===== config.mk =====
export PLATFORM = sky130hd
export DESIGN_NAME = instr_fetch
export DESIGN_NICKNAME = d
export VERILOG_FILES = /design/src/rtl/instr_fetch_pkg.sv /design/src/rtl/fetch_queue.sv /design/src/rtl/instr_fetch.sv
export SDC_FILE = /design/constraint.sdc
export NUM_CORES = 1
export LEC_CHECK = 0
export BUFFER_PORTS_ARGS = -buffer_cell sky130_fd_sc_hd__buf_2
export CORE_MARGIN = 1.5
export CORE_UTILIZATION = 50
export CTS_CLUSTER_DIAMETER = 60
export DETAILED_ROUTE_END_ITERATION = 7
export GPL_TIMING_DRIVEN = 0
export PLACE_DENSITY = 0.81
export SLEW_MARGIN = 0
export SYNTH_ARGS = -nofsm -noshare
export SYNTH_HDL_FRONTEND = slang
export SYNTH_SLANG_ARGS = --single-unit

===== constraint.sdc =====
create_clock -name clk -period 4.61 [get_ports clk]
set_clock_uncertainty 0.15 [all_clocks]
set_input_delay 0.2305 -clock clk [delete_from_list [all_inputs] [get_ports clk]]
set_output_delay 0.2305 -clock clk [all_outputs]
set_load 0.01 [all_outputs]

===== src/rtl/instr_fetch_pkg.sv =====
// rtl/instr_fetch_pkg.sv - shared word width and fetch FSM state encodings
package instr_fetch_pkg;

  localparam int WORD_W = 16;

  typedef enum logic [2:0] {
    IDLE   = 3'd0,
    REQ_PC = 3'd1,
    CAP    = 3'd2,
    MEM    = 3'd3,
    PUSH   = 3'd4
  } fetch_state_t;

endpackage


===== src/rtl/fetch_queue.sv =====
// rtl/fetch_queue.sv - power-of-two FIFO of fetched {instr, pc} entries with synchronous flush
module fetch_queue #(
  parameter int QDEPTH = 2,
  parameter int DW     = 32
) (
  input  logic          clk,
  input  logic          rst,
  input  logic          flush,
  input  logic          push,
  input  logic          pop,
  input  logic [DW-1:0] wdata,
  output logic [DW-1:0] rdata,
  output logic          full,
  output logic          empty
);

  localparam int AW = (QDEPTH > 1) ? $clog2(QDEPTH) : 1;
  localparam int CW = AW + 1;

  logic [DW-1:0] mem [QDEPTH];
  logic [AW-1:0] wptr;
  logic [AW-1:0] rptr;
  logic [CW-1:0] count;
  logic          do_push;
  logic          do_pop;

  assign full    = (count == CW'(QDEPTH));
  assign empty   = (count == '0);
  // A push into a full queue is accepted only when a pop frees the slot that same cycle
  assign do_push = push && (!full || pop);
  assign do_pop  = pop && !empty;
  assign rdata   = mem[rptr];

  always_ff @(posedge clk) begin
    if (rst || flush) begin
      wptr  <= '0;
      rptr  <= '0;
      count <= '0;
    end else begin
      if (do_push) wptr <= wptr + 1'b1;
      if (do_pop)  rptr <= rptr + 1'b1;
      case ({do_push, do_pop})
        2'b10:   count <= count + 1'b1;
        2'b01:   count <= count - 1'b1;
        default: count <= count;
      endcase
    end
  end

  always_ff @(posedge clk) begin
    if (!rst && !flush && do_push) mem[wptr] <= wdata;
  end

endmodule


===== src/rtl/instr_fetch.sv =====
// rtl/instr_fetch.sv - instruction fetch FSM feeding a decode queue; FETCH_STATS_EN adds counters
module instr_fetch
  import instr_fetch_pkg::*;
#(
  parameter int QDEPTH = 2
) (
  input  logic                     clk,
  input  logic                     rst,
  output logic                     PC_fetch,
  input  logic [WORD_W-1:0]        location,
  output logic                     PC_wb_tr,
  output logic signed [WORD_W-1:0] jump_inc,
  input  logic                     jump,
  output logic                     imem_req,
  output logic [WORD_W-1:0]        imem_addr,
  input  logic                     imem_ack,
  input  logic [WORD_W-1:0]        imem_data,
  output logic                     dec_valid,
  input  logic                     dec_ready,
  output logic [WORD_W-1:0]        dec_instr,
  output logic [WORD_W-1:0]        dec_pc,
  output logic [WORD_W-1:0]        fetch_cnt,
  output logic [WORD_W-1:0]        flush_cnt
);

  fetch_state_t        state;
  fetch_state_t        next_state;
  logic [WORD_W-1:0]   data_q;
  logic                discard_q;
  logic                q_push;
  logic                q_pop;
  logic                q_full;
  logic                q_empty;
  logic                push_ok;
  logic [2*WORD_W-1:0] q_rdata;

  assign q_pop     = dec_ready && !q_empty;
  assign push_ok   = q_push && (!q_full || q_pop);
  assign dec_valid = !q_empty;
  assign dec_instr = q_rdata[2*WORD_W-1:WORD_W];
  assign dec_pc    = q_rdata[WORD_W-1:0];

  always_ff @(posedge clk) begin
    if (rst) state <= IDLE;
    else     state <= next_state;
  end

  always_comb begin
    next_state = state;
    unique case (state)
      IDLE:    next_state = REQ_PC;
      REQ_PC:  next_state = jump ? REQ_PC : CAP;
      CAP:     next_state = jump ? REQ_PC : MEM;
      // The memory handshake always completes; a redirect only marks the data as stale
      MEM:     if (imem_ack) next_state = (jump || discard_q) ? REQ_PC : PUSH;
      PUSH:    if (jump || push_ok) next_state = REQ_PC;
      default: next_state = IDLE;
    endcase
  end

  always_comb begin
    PC_fetch = 1'b0;
    PC_wb_tr = 1'b0;
    jump_inc = '0;
    imem_req = 1'b0;
    q_push   = 1'b0;
    unique case (state)
      REQ_PC:  PC_fetch = !jump;
      CAP: begin
        PC_wb_tr = !jump;
        jump_inc = jump ? WORD_W'(0) : WORD_W'(1);
      end
      MEM:     imem_req = 1'b1;
      PUSH:    q_push = !jump;
      default: ;
    endcase
  end

  always_ff @(posedge clk) begin
    if (rst) begin
      imem_addr <= '0;
      data_q    <= '0;
      discard_q <= 1'b0;
    end else begin
      if (state == CAP && !jump)  imem_addr <= location;
      if (state == MEM && imem_ack) data_q <= imem_data;
      discard_q <= (state == MEM) && !imem_ack && (discard_q || jump);
    end
  end

  fetch_queue #(
    .QDEPTH (QDEPTH),
    .DW     (2 * WORD_W)
  ) u_queue (
    .clk   (clk),
    .rst   (rst),
    .flush (jump),
    .push  (q_push),
    .pop   (q_pop),
    .wdata ({data_q, imem_addr}),
    .rdata (q_rdata),
    .full  (q_full),
    .empty (q_empty)
  );

`ifdef FETCH_STATS_EN
  always_ff @(posedge clk) begin
    if (rst) begin
      fetch_cnt <= '0;
      flush_cnt <= '0;
    end else begin
      if (push_ok) fetch_cnt <= fetch_cnt + 1'b1;
      if (jump)    flush_cnt <= flush_cnt + 1'b1;
    end
  end
`else
  assign fetch_cnt = '0;
  assign flush_cnt = '0;
`endif

endmodule


==> flow_results.org, run 1 <==
** Setup path
- CP cell instances :: dlygate4sd3_1, buf_6, nor4b_1, o21ai_0, nor3_2, buf_6
- Counting stages on the worst path, the most repeated cell is sky130_fd_sc_hd__buf_6.
- Type of the setup path with the least slack :: input pin to flip-flop
- Measured in cells, the most critical reg-to-reg path has a length of 4.
- CP Launch Type :: input pin
- Critical Path RT :: 4.52 ns
- Crit Path Max Fanout :: 12
- STA puts the critical path data arrival time at about 2.7 ns.
- Highest cell delay on the worst timing path :: around 0.78 ns
- The largest individual stage delay along the critical path comes from the cell sky130_fd_sc_hd__nor3_2.
- The worst setup path is captured at a flip-flop.

** Global routing
- Largest net degree at the start of global routing :: 18
- Number of global-route vias before repair :: approximately 2700
- Summed over all layers, the global routing overflow is 0.
- The first global-routing pass estimated about 13 mm of wire.
- Number of antenna violations at the first check in global routing :: 0
- Global Route Usage Sum :: about a fifth

** STA
- The tightest hold path in the finished design has a slack of between 0.01 and 0.015 ns.
- The worst pin sits at a relative slew slack of between 30% and 40%.
- For the pin with the worst max-slew slack, the measured transition is 0.930 ns.
- Maximum clock frequency :: between 300 and 400 MHz
- Dividing the final minimum period by the clock period gives 60.1%.
- Across all setup checks in the final design, the least slack found is roughly 1.8 ns.
- Final setup violation count :: 0
- Adding up every negative setup slack in the final design gives 0 ns.
- Max Slew Vio Count :: 0
- The final count of hold timing violations came to 0.
- Unrepaired setup endpoints after global routing :: false
- Clock period minus final worst setup slack :: approximately 2.8 ns

** Logic synthesis
- Synth Register Bits :: 105
- After synthesis, the share of cell area in mux cells is 8.56%.
- After synthesis the cells add up to ~4200 µm².
- Dominant register cell in the synthesized netlist :: sky130_fd_sc_hd__edfxtp_1
- The synthesized netlist contains 29 unique library cells.
- Count of flip-flops with a built-in enable after synthesis :: 64
- Largest cells by area after synthesis :: sky130_fd_sc_hd__edfxtp_1, sky130_fd_sc_hd__dfxtp_1, sky130_fd_sc_hd__buf_4
- Simple logic cell fraction of the synthesized area :: 9.15%
- Summing the areas of all compound-gate instances in the mapped netlist gives around 4.8% of the synthesized area.
- During synthesis, Yosys emitted a total of 0 warnings.
- The synthesized netlist devotes less than 1% of its cell area to adder and majority cells.
- Synthesized netlist cell count :: ~340
- Register area share after synthesis :: around two thirds
- Share of synthesized registers carrying an async set or reset :: 0%
- Cell accounting for the most synthesized area :: sky130_fd_sc_hd__edfxtp_1
- Synth top area share :: a little under half
- Summing the areas of all xor and xnor instances in the mapped netlist gives about 1.0% of the synthesized area.
- Mean Syn Cell Area :: approximately 13 µm²
- After synthesis, the largest family of logic cells by area is buffers and inverters.

** Clock network
- Clock-pin slew of the registers on the worst-case setup and hold paths :: around 0.090 ns
- TritonCTS clock tree :: built
- CTS placed an instance of sky130_fd_sc_hd__clkbuf_8 at the clock tree root.
- Maximum level of the CTS H-tree :: 3
- Number of clock buffers inserted by TritonCTS :: 9
- No sink is reached through more buffers than the 2 on the longest clock path.
- Number of buffers inserted to repair setup after CTS :: 0
- The clock drives 105 sinks.
- The clock reaches the later pin of the worst-skew pair after roughly 0.35 ns.

** Pwr
- Post-layout power :: 1.65 mW
- IR analysis of the VDD net gives a maximum drop of between 0.15 and 0.2 mV.
- Leakage power of the design :: 2.04 nW
- Power density over the cells :: ~300 nW/µm²

** Worst hold path
- Classification of the worst-slack hold path :: input pin to flip-flop
- The worst hold path passes through 3 cells.

** Outcome
- Outcome :: finished clean

** Place
- Setup slack at placement :: 1.97 ns
- Number of instances in the placed design :: 579
- The count of buffers added on input and output ports is 87.
- Detailed placement finished with a half-perimeter wire length of about 5.6 mm.
- In this run the cell area measured after placement is approximately 5000 µm².
- Routability-driven placement finished with a final weighted congestion of about 0.71.

** Cells and area
- Once layout is done, the placed cells without fillers occupy roughly 5500 µm².
- The post-route netlist has about two fifths of its cells at a drive strength greater than 1.
- The area growth from synthesis to layout is 31.2%.
- Filler cell count in the final layout :: between 500 and 600
- Number of antenna diodes :: 0
- In the layout the commonest cells are sky130_fd_sc_hd__buf_2, sky130_fd_sc_hd__nand2_1, sky130_fd_sc_hd__edfxtp_1, sky130_fd_sc_hd__buf_4, sky130_fd_sc_hd__conb_1.
- Count of non-filler cells in the finished layout :: about 630
- Measured on the finished design, the core utilization comes to approximately two thirds.
- At the end of the flow, the number of nets in the layout was 555.
- Leading cell type in the layout, fill and taps excluded :: sky130_fd_sc_hd__buf_2

** Die
- Die Footprint :: approximately 9000 µm²
- approximately 140 I/O pins were placed.
- Initial core utilization :: between 50% and 60%
- Row generation in the floorplan step produced 33 rows.
- Die extent in x :: approximately 95 µm
- Measured along the y axis, the die boundary spans 94.8 µm.
- Core area :: 8180 µm²

** Routing
- Vias/cell :: 4.60
- After the first detailed-routing iteration, the DRC count stood at around 140.
- Drt drc :: 0
- Total wire length after detailed routing :: 8.38 mm
- The routed layout has 2884 vias.
- Detail Route Antenna Nets :: 0
- After detailed routing, the average wire length per cell comes to ~13 µm.
- Pre-Repair DR Iteration Count :: 4

** Flow run
- Max-cap violations in this run came to 0.
## final cells by class
class	instances	area, µm²	share of cell area, %
Sequential cell	105	2740	49.6
Multi-Input combinational cell	212	1190	21.6
Timing Repair Buffer	124	812	14.7
Buffer	64	450	8.15
Clock buffer	11	131	2.38
Tap cell	105	131	2.38
Clock inverter	5	56.3	1.02
Inverter	1	8.76	0.159
## cell families after synthesis
kind of cell,Yosys count
adder cells (fa/ha/maj),1
multiplexers,32
flip-flops,105
AO/OA/AOI/OAI,39
buffers and inverters,65
other,1
AND/OR/NAND/NOR,88
XOR/XNOR,5
## synthesized netlist by cell type (3+ instances only)
| master | instances |
|---|---|
| sky130_fd_sc_hd__a21oi_1 | 35 |
| sky130_fd_sc_hd__edfxtp_1 | 64 |
| sky130_fd_sc_hd__nor2_1 | 4 |
| sky130_fd_sc_hd__dfxtp_1 | 41 |
| sky130_fd_sc_hd__clkbuf_1 | 7 |
| sky130_fd_sc_hd__mux2_2 | 32 |
| sky130_fd_sc_hd__xnor2_1 | 3 |
| sky130_fd_sc_hd__buf_1 | 3 |
| sky130_fd_sc_hd__buf_4 | 48 |
| sky130_fd_sc_hd__nand2_1 | 66 |
| sky130_fd_sc_hd__nor3_1 | 7 |
| sky130_fd_sc_hd__buf_2 | 3 |
## power by group
group | switching (mW) | internal [mW]
Sequential | 0.00518 | 0.991
Combinational | 0.0540 | 0.0650
Clock | 0.286 | 0.252
Total | 0.345 | 1.31
## what timing repair did
action / CTS / global route
hold endpoints to repair: 36 / 0
hold buffers: 32 / 0
gates resized for setup: 0 / 0
## worst max-delay path, delay by kind of cell
family	cells	cell delay, ns
buffers and inverters	3	0.96
AOI/OAI and AO/OA	1	0.34
and+or+nand+nor	2	1.14
## routing by layer
metal	part of all wire (%)	vias to the layer above	global-route usage, %
met5	0	-	0
met4	1.9	0	8.46
met3	7.1	15	3.54
met2	50	113	33.9
met1	41	1335	22.0
li1	-	1421	-
## flip-flops by register name, indices dropped and copies added (netlist names), named ones only
signal,count
state,3
u_queue.rptr,1
u_queue.mem,64
discard_q,1
u_queue.wptr,1
imem_addr,16
u_queue.count,2
data_q,16
## final timing paths
path | end | startpoint | slack, ns
max reg2reg | u_queue.mem[0][17] | state[2] | 1.97
max | u_queue.mem[0][17] | jump | 1.84
min reg2reg | u_queue.mem[1][25] | data_q[9] | 0.31
min | imem_addr[10] | location[10] | 0.01
(Power assumes the default switching activity.)
==> run 2: changes to the inputs <==
- CORE_UTILIZATION: 50 -> 45
- PLACE_DENSITY: 0.81 -> 0.77
- clock period: 4.61 -> 2.2 ns (I/O delays scaled with it)
==> flow_results.org, run 2 (same netlist as run 1, synthesis figures left out) <==
** STA
- Max-Slew Margin vs Limit :: 65.9% (+28 points)
- The transition time of the tightest slew-check pin is 0.511 ns (-0.419 ns).
- The worst path uses 97.8% of the clock period.
- Hold slack :: 0.0722 ns (+0.0573 ns)
- The final number of setup-violating endpoints came to 0 (unchanged).
- Max Slew Vio Count :: 0 (unchanged)
- The final count of hold timing violations is 0 (unchanged).
- The routed design could run at a clock period as short as about 2.2 ns.
- Timing would allow up to between 400 and 500 MHz.
- Setup repair after global routing left no endpoint under its margin.

** Global routing
- Wire length of the first global-routing pass :: 13.0 mm (+1.4%)
- The largest net degree at the start of global routing is 19 (+1).
- Global Route Usage Sum :: 16.9% (-2.1 points)
- Number of antenna violations at the first check in global routing :: 0 (unchanged)
- Number of global-route vias before repair :: 2815 (+2.7%)
- Congestion Overflow GR :: 0 (unchanged)

** Clock network
- The clock insertion delay at the later pin of the skew report came to 0.36 ns (about the same).
- The clock buffer count from CTS came to 9 (unchanged).
- Number of sinks on the clock net :: 105 (unchanged)
- The clock-pin slew on the worst setup and hold paths came to 0.09 ns (about the same).
- Maximum clock insertion buffer count :: 2 (unchanged)
- Root cell of the clock tree :: sky130_fd_sc_hd__clkbuf_8
- Maximum level of the CTS H-tree :: 3 (unchanged)
- TritonCTS clock tree :: built

** Routing
- Routed len/inst :: 12.7 µm (-5.1%)
- The routed via count was 2832 (-1.8%).
- Drt drc :: 0 (unchanged)
- The via density per instance is 4.46 (-3.0%).
- Detail Route Antenna Nets :: 0 (unchanged)
- Total wire length after detailed routing :: 8.05 mm (-3.9%)
- The violation count after the first detailed-routing iteration is 98 (-29%).
- Pre-Repair DR Iteration Count :: 4 (unchanged)

** Setup path
- Kind of end point of the critical path :: output port
- The biggest fanout along the worst timing path is 11 (-1).
- Arrival time reported for the critical path endpoint :: 1.89 ns (-0.80 ns)
- CP Launch Type :: input pin
- By startpoint and endpoint, the worst setup path is classified as input pin to output port.
- The data required time of the worst path was 1.94 ns (-2.58 ns).

** Pwr
- Power density over the cells :: 625 nW/µm² (+110%)
- Worst IR Drop VDD :: 0.305 mV (+64%)
- Leakage power of the design :: 2.09 nW (+2.5%)
- Post-layout power :: 3.53 mW (+110%)

** Die
- The x dimension of the die was 99.7 µm (+5.2%).
- The height of the chip is 99.7 µm (+5.2%).
- The starting density of the core is 46.0% (-5.5 points).
- Die Footprint :: 9950 µm² (+11%)
- The number of ports placed on the die boundary came to 137 (unchanged).
- Core area :: 9150 µm² (+12%)
- The number of cell rows is 35 (+6.1%).

** Cells and area
- The finished layout cell area came to 5650 µm² (+2.4%).
- The number of flip-flops under the largest register name came to 64 (unchanged).
- The library cell used most frequently in the layout, excluding fill and tap cells, is sky130_fd_sc_hd__buf_2.
- The fill cell total of the finished layout came to 693 (+18%).
- The number of nets in the final layout came to 557 (+0.36%).
- Register bank with the most flops :: u_queue.mem
- Area growth from synthesis to final layout :: 34.3%
- Largest regs :: u_queue.mem x64, data_q x16, imem_addr x16
- The total inserted antenna cells came to 0 (unchanged).
- The fraction of final layout cells with drive strength greater than 1 came to 39.7% (+1.4 points).
- Commonest cells after routing, fill and taps aside :: sky130_fd_sc_hd__buf_2, sky130_fd_sc_hd__nand2_1, sky130_fd_sc_hd__edfxtp_1, sky130_fd_sc_hd__buf_4, sky130_fd_sc_hd__conb_1

** Place
- The count of port buffers added during placement came to 87 (unchanged).
- The half-perimeter wire length after detailed placement is 5.49 mm (-2.1%).
- Routability congestion estimate :: 0.776 (+10%)
- The cell area after placement came to 5050 µm² (+0.77%).

** Flow run
- The number of maximum-capacitance constraint violations was 0 (unchanged).

** Worst hold path
- Classification of the worst-slack hold path :: input pin to flip-flop

** Outcome
- Outcome :: finished clean
run 2: final cells by class:
cell class / instances / area, µm² / area share [%]
flip-flops and latches: 105 / 2750 / 48.6
inverters: 1 / 8.76 / 0.155
well taps: 111 / 139 / 2.46
multi-input cells: 212 / 1220 / 21.6
plain buffers: 64 / 454 / 8.03
clock inverters: 7 / 78.8 / 1.39
clock buffers: 9 / 124 / 2.19
repair buffers: 126 / 881 / 15.6
run 2: repair_timing:
| action | CTS | global route |
|---|---|---|
| resized for setup | 3 | 2 |
| hold buffers | 35 | 0 |
| setup endpoints to repair | 66 | 1 |
| hold endpoints to repair | 41 | 0 |
| setup buffers | 2 | 0 |
| pin swaps | 2 | 0 |
run 2: critical path, stage by stage:
cell and delay, ns:
sky130_fd_sc_hd__dlygate4sd3_1 0.54, sky130_fd_sc_hd__buf_6 0.15, sky130_fd_sc_hd__or4b_4 0.48, sky130_fd_sc_hd__buf_6 0.16, sky130_fd_sc_hd__clkinv_4 0.09, sky130_fd_sc_hd__buf_8 0.14, sky130_fd_sc_hd__buf_4 0.10, sky130_fd_sc_hd__buf_2 0.12
run 2: per-layer routing:
metal	vias to the layer above	global-route usage [%]	wire length, µm	share of wire [%]
met5	-	0	0	0
met4	0	7.37	149	1.9
met3	11	4.43	447	5.6
met2	95	29.3	4140	51
met1	1292	19.7	3310	41
li1	1434	-	-	-
run 2: worst paths after layout:
kind	depth (start not counted)	endpoint	startpoint	slack (ns)
worst max register to register	4	u_queue.mem[0][15]	state[1]	0.37
worst min-delay path	2	u_queue.rptr	rst	0.07
worst min register to register	0	u_queue.mem[0][17]	data_q[1]	0.31
worst max-delay path	8	jump_inc[0]	jump	0.05
run 2: through the flow:
step                      utilization (%)  instances  setup TNS, ns  setup WS, ns
after CTS                            61.7        635              0        0.0148
final                                61.8        635              0        0.0476
after global routing                 61.8        635              0       0.00716
after floorplan                         -        382          -1.04       -0.0324
after global placement               54.6        580         -29.35        -0.537
after detailed placement             55.2        582          -3.99        -0.136
run 2: power by group:
group	internal [mW]	leakage, nW	switching, mW
registers	2.08	0.794	0.0122
clock network	0.538	0.0994	0.653
logic	0.140	1.20	0.112
==> run 3: changes to the inputs <==
- SETUP_SLACK_MARGIN: default -> 0.05
==> flow_results.org, run 3 (same netlist as run 1, synthesis figures left out) <==
** Routing
- Total wire length after detailed routing :: 8.07 mm (+0.27%)
- Wire length the detailed router placed on met1 :: 3.28 mm (-1.1%)
- Initial detailed-routing violation count :: 74 (-24%)
- The per-cell routed wire length is 12.7 µm (+0.43%).
- The post-route DRC violation count was 0 (unchanged).
- The routed via count is 2833 (+0.035%).
- Pre-Repair DR Iteration Count :: 4 (unchanged)
- The via density per instance is 4.47 (+0.19%).
- The wire length on met3 is 511 µm (+14%).
- Detail Route Antenna Nets :: 0 (unchanged)
- Top layer reached by signal wires :: met4
- The routed length on met2 was 4.14 mm (-0.12%).

** Cells and area
- Max reg flops :: 64 (unchanged)
- The library cells used most frequently in the layout, excluding fill and tap cells, are sky130_fd_sc_hd__buf_2, sky130_fd_sc_hd__nand2_1, sky130_fd_sc_hd__edfxtp_1, sky130_fd_sc_hd__buf_4, sky130_fd_sc_hd__conb_1.
- Number of antenna diodes :: 0 (unchanged)
- Relative to the synthesized area, the layout overhead comes to 34.0%.
- More flip-flops sit in one register than any other, and that register is u_queue.mem.
- The library cell used most frequently in the layout, excluding fill and tap cells, is sky130_fd_sc_hd__buf_2.
- The final core utilization came to 61.6% (-0.15 points).
- The fraction of final layout cells with drive strength greater than 1 was 39.4% (-0.31 points).
- The largest registers in the layout are u_queue.mem x64, data_q x16, imem_addr x16.
- The number of nets in the final layout is 556 (-0.18%).
- Filler cell count in the final layout :: 697 (+0.58%)

** STA
- The number of pins with negative max-slew slack in the final report came to 0 (unchanged).
- Clock period minus final worst setup slack :: 2.08 ns (-0.0717 ns)
- Total negative slack for setup checks :: 0 ns (unchanged)
- The worst setup slack after layout was 0.119 ns (+0.0717 ns).
- Setup repair after global routing left no endpoint under its margin.
- Crit share post-route :: 94.6% (-3.3 points)
- Max-Slew Margin vs Limit :: 65.7% (-0.25 points)
- Actual transition at the worst max-transition pin :: 0.515 ns (+0.00375 ns)
- The minimum hold slack came to 0.0572 ns (-0.0150 ns).
- Maximum clock frequency :: 481 MHz (+3.4%)
- The final count of hold timing violations was 0 (unchanged).
- Final setup violation count :: 0 (unchanged)

** Clock network
- The clock-pin slew on the worst setup and hold paths came to 0.10 ns (about the same).
- The clock buffer count from CTS is 9 (unchanged).
- The maximum clock insertion buffer count is 2 (unchanged).
- The H-tree depth reported by CTS is 3 (unchanged).
- TritonCTS clock tree :: built
- Root cell of the clock tree :: sky130_fd_sc_hd__clkbuf_8
- Number of sinks on the clock net :: 105 (unchanged)
- The clock insertion delay at the later pin of the skew report is 0.35 ns (about the same).

** Global routing
- Congestion Overflow GR :: 0 (unchanged)
- Number of global-route vias before repair :: 2815 (unchanged)
- The number of antenna violations at the first check in global routing came to 0 (unchanged).
- The total global routing track utilization came to 17.0% (+0.081 points).
- Wire length of the first global-routing pass :: 13.0 mm (+0.42%)
- The largest net degree at the start of global routing was 20 (+1).

** Place
- I/O Buffers :: 87 (unchanged)
- Final HPWL from detailed placement :: 5.49 mm (unchanged)
- The worst slack after detailed placement was -0.136 ns (unchanged).
- The weighted congestion reported at the end of routability-driven placement is 0.776 (unchanged).

** Worst hold path
- Hold Path Origin :: rst
- The path class of the tightest hold or removal check is input pin to flip-flop.

** Setup path
- The biggest fanout along the worst timing path came to 19 (+8).
- Arrival time reported for the critical path endpoint :: 1.82 ns (-0.07 ns)
- Critical Path RT :: 1.94 ns (about the same)
- STA classifies the critical path endpoint as an output port.
- The startpoint identified for the worst register-to-register timing path is state[2].
- Tracing the worst setup path back leads to its startpoint at jump.
- STA classifies the critical path startpoint as an input pin.
- Type of the setup path with the least slack :: input pin to output port

** Pwr
- The sum of internal, switching and leakage power came to 3.53 mW (about the same).
- Worst IR Drop VDD :: 0.305 mV (unchanged)
- The leakage power of the design came to 2.08 nW (-0.35%).
- The total power per unit cell area was 626 nW/µm² (+0.24%).

** Die
- Die extent in x :: 99.7 µm (unchanged)
- The number of ports placed on the die boundary was 137 (unchanged).
- Initial core utilization :: 46.0% (unchanged)
- The placeable core region is 9150 µm² (unchanged).
- The die area is 9950 µm² (unchanged).
- The height of the chip was 99.7 µm (unchanged).
- The number of cell rows came to 35 (unchanged).

** Outcome
- The flow ran to the end, and the final reports show no timing, DRC or antenna violations.

** Flow run
- The number of maximum-capacitance constraint violations was 0 (unchanged).
[run 3: changes by cell type in the layout (fill, tap and decap cells not counted), sizes merged]
cell / before / now
buf: 148 / 147
[run 3: through the flow]
stage | instances | instance area (µm²)
3_5_place_dp | 582 | 5050
6_report | 634 | 5640
3_3_place_gp | 580 | 5000
4_1_cts | 634 | 5640
2_1_floorplan | 382 | 4430
5_1_grt | 634 | 5640
[run 3: final timing paths]
path	cells past startpoint	to	slack, ns
hold / removal	2	u_queue.rptr	0.06
hold reg to reg	0	u_queue.mem[0][17]	0.31
setup reg to reg	4	u_queue.mem[0][13]	0.33
setup / recovery	7	jump_inc[0]	0.12
[run 3: what timing repair did]
item                                   CTS  global route
hold buffers                            35             0
endpoints found under the hold margin   41             0
setup buffers                            2             0
setup endpoints to repair               81             0
resized for setup                        5             0
[run 3: routing by layer]
metal | vias to the layer above | track usage, %
met4 | 0 | 7.37
met3 | 11 | 4.43
li1 | 1428 | -
met2 | 101 | 29.4
met1 | 1293 | 19.9
met5 | - | 0
[run 3: worst max-delay path, cell delays in order]
cell and delay [ns]:
sky130_fd_sc_hd__dlygate4sd3_1 0.54, sky130_fd_sc_hd__buf_6 0.15, sky130_fd_sc_hd__or4b_4 0.48, sky130_fd_sc_hd__buf_6 0.16, sky130_fd_sc_hd__clkinv_4 0.13, sky130_fd_sc_hd__buf_4 0.12
sky130_fd_sc_hd__buf_2 0.12
[run 3: report_power, final]
| group | total (mW) | internal [mW] | switching (mW) |
|---|---|---|---|
| logic | 0.251 | 0.139 | 0.112 |
| clock network | 1.19 | 0.538 | 0.654 |
| registers | 2.09 | 2.08 | 0.0121 |
[run 3: area by class of cell]
class / count / area, µm² / share of cell area (%)
multi-input cells: 212 / 1220 / 21.7
plain buffers: 63 / 439 / 7.79
clock buffers: 9 / 124 / 2.20
repair buffers: 126 / 881 / 15.6
inverters: 1 / 8.76 / 0.155
well taps: 111 / 139 / 2.46
flip-flops and latches: 105 / 2750 / 48.7
clock inverters: 7 / 78.8 / 1.40
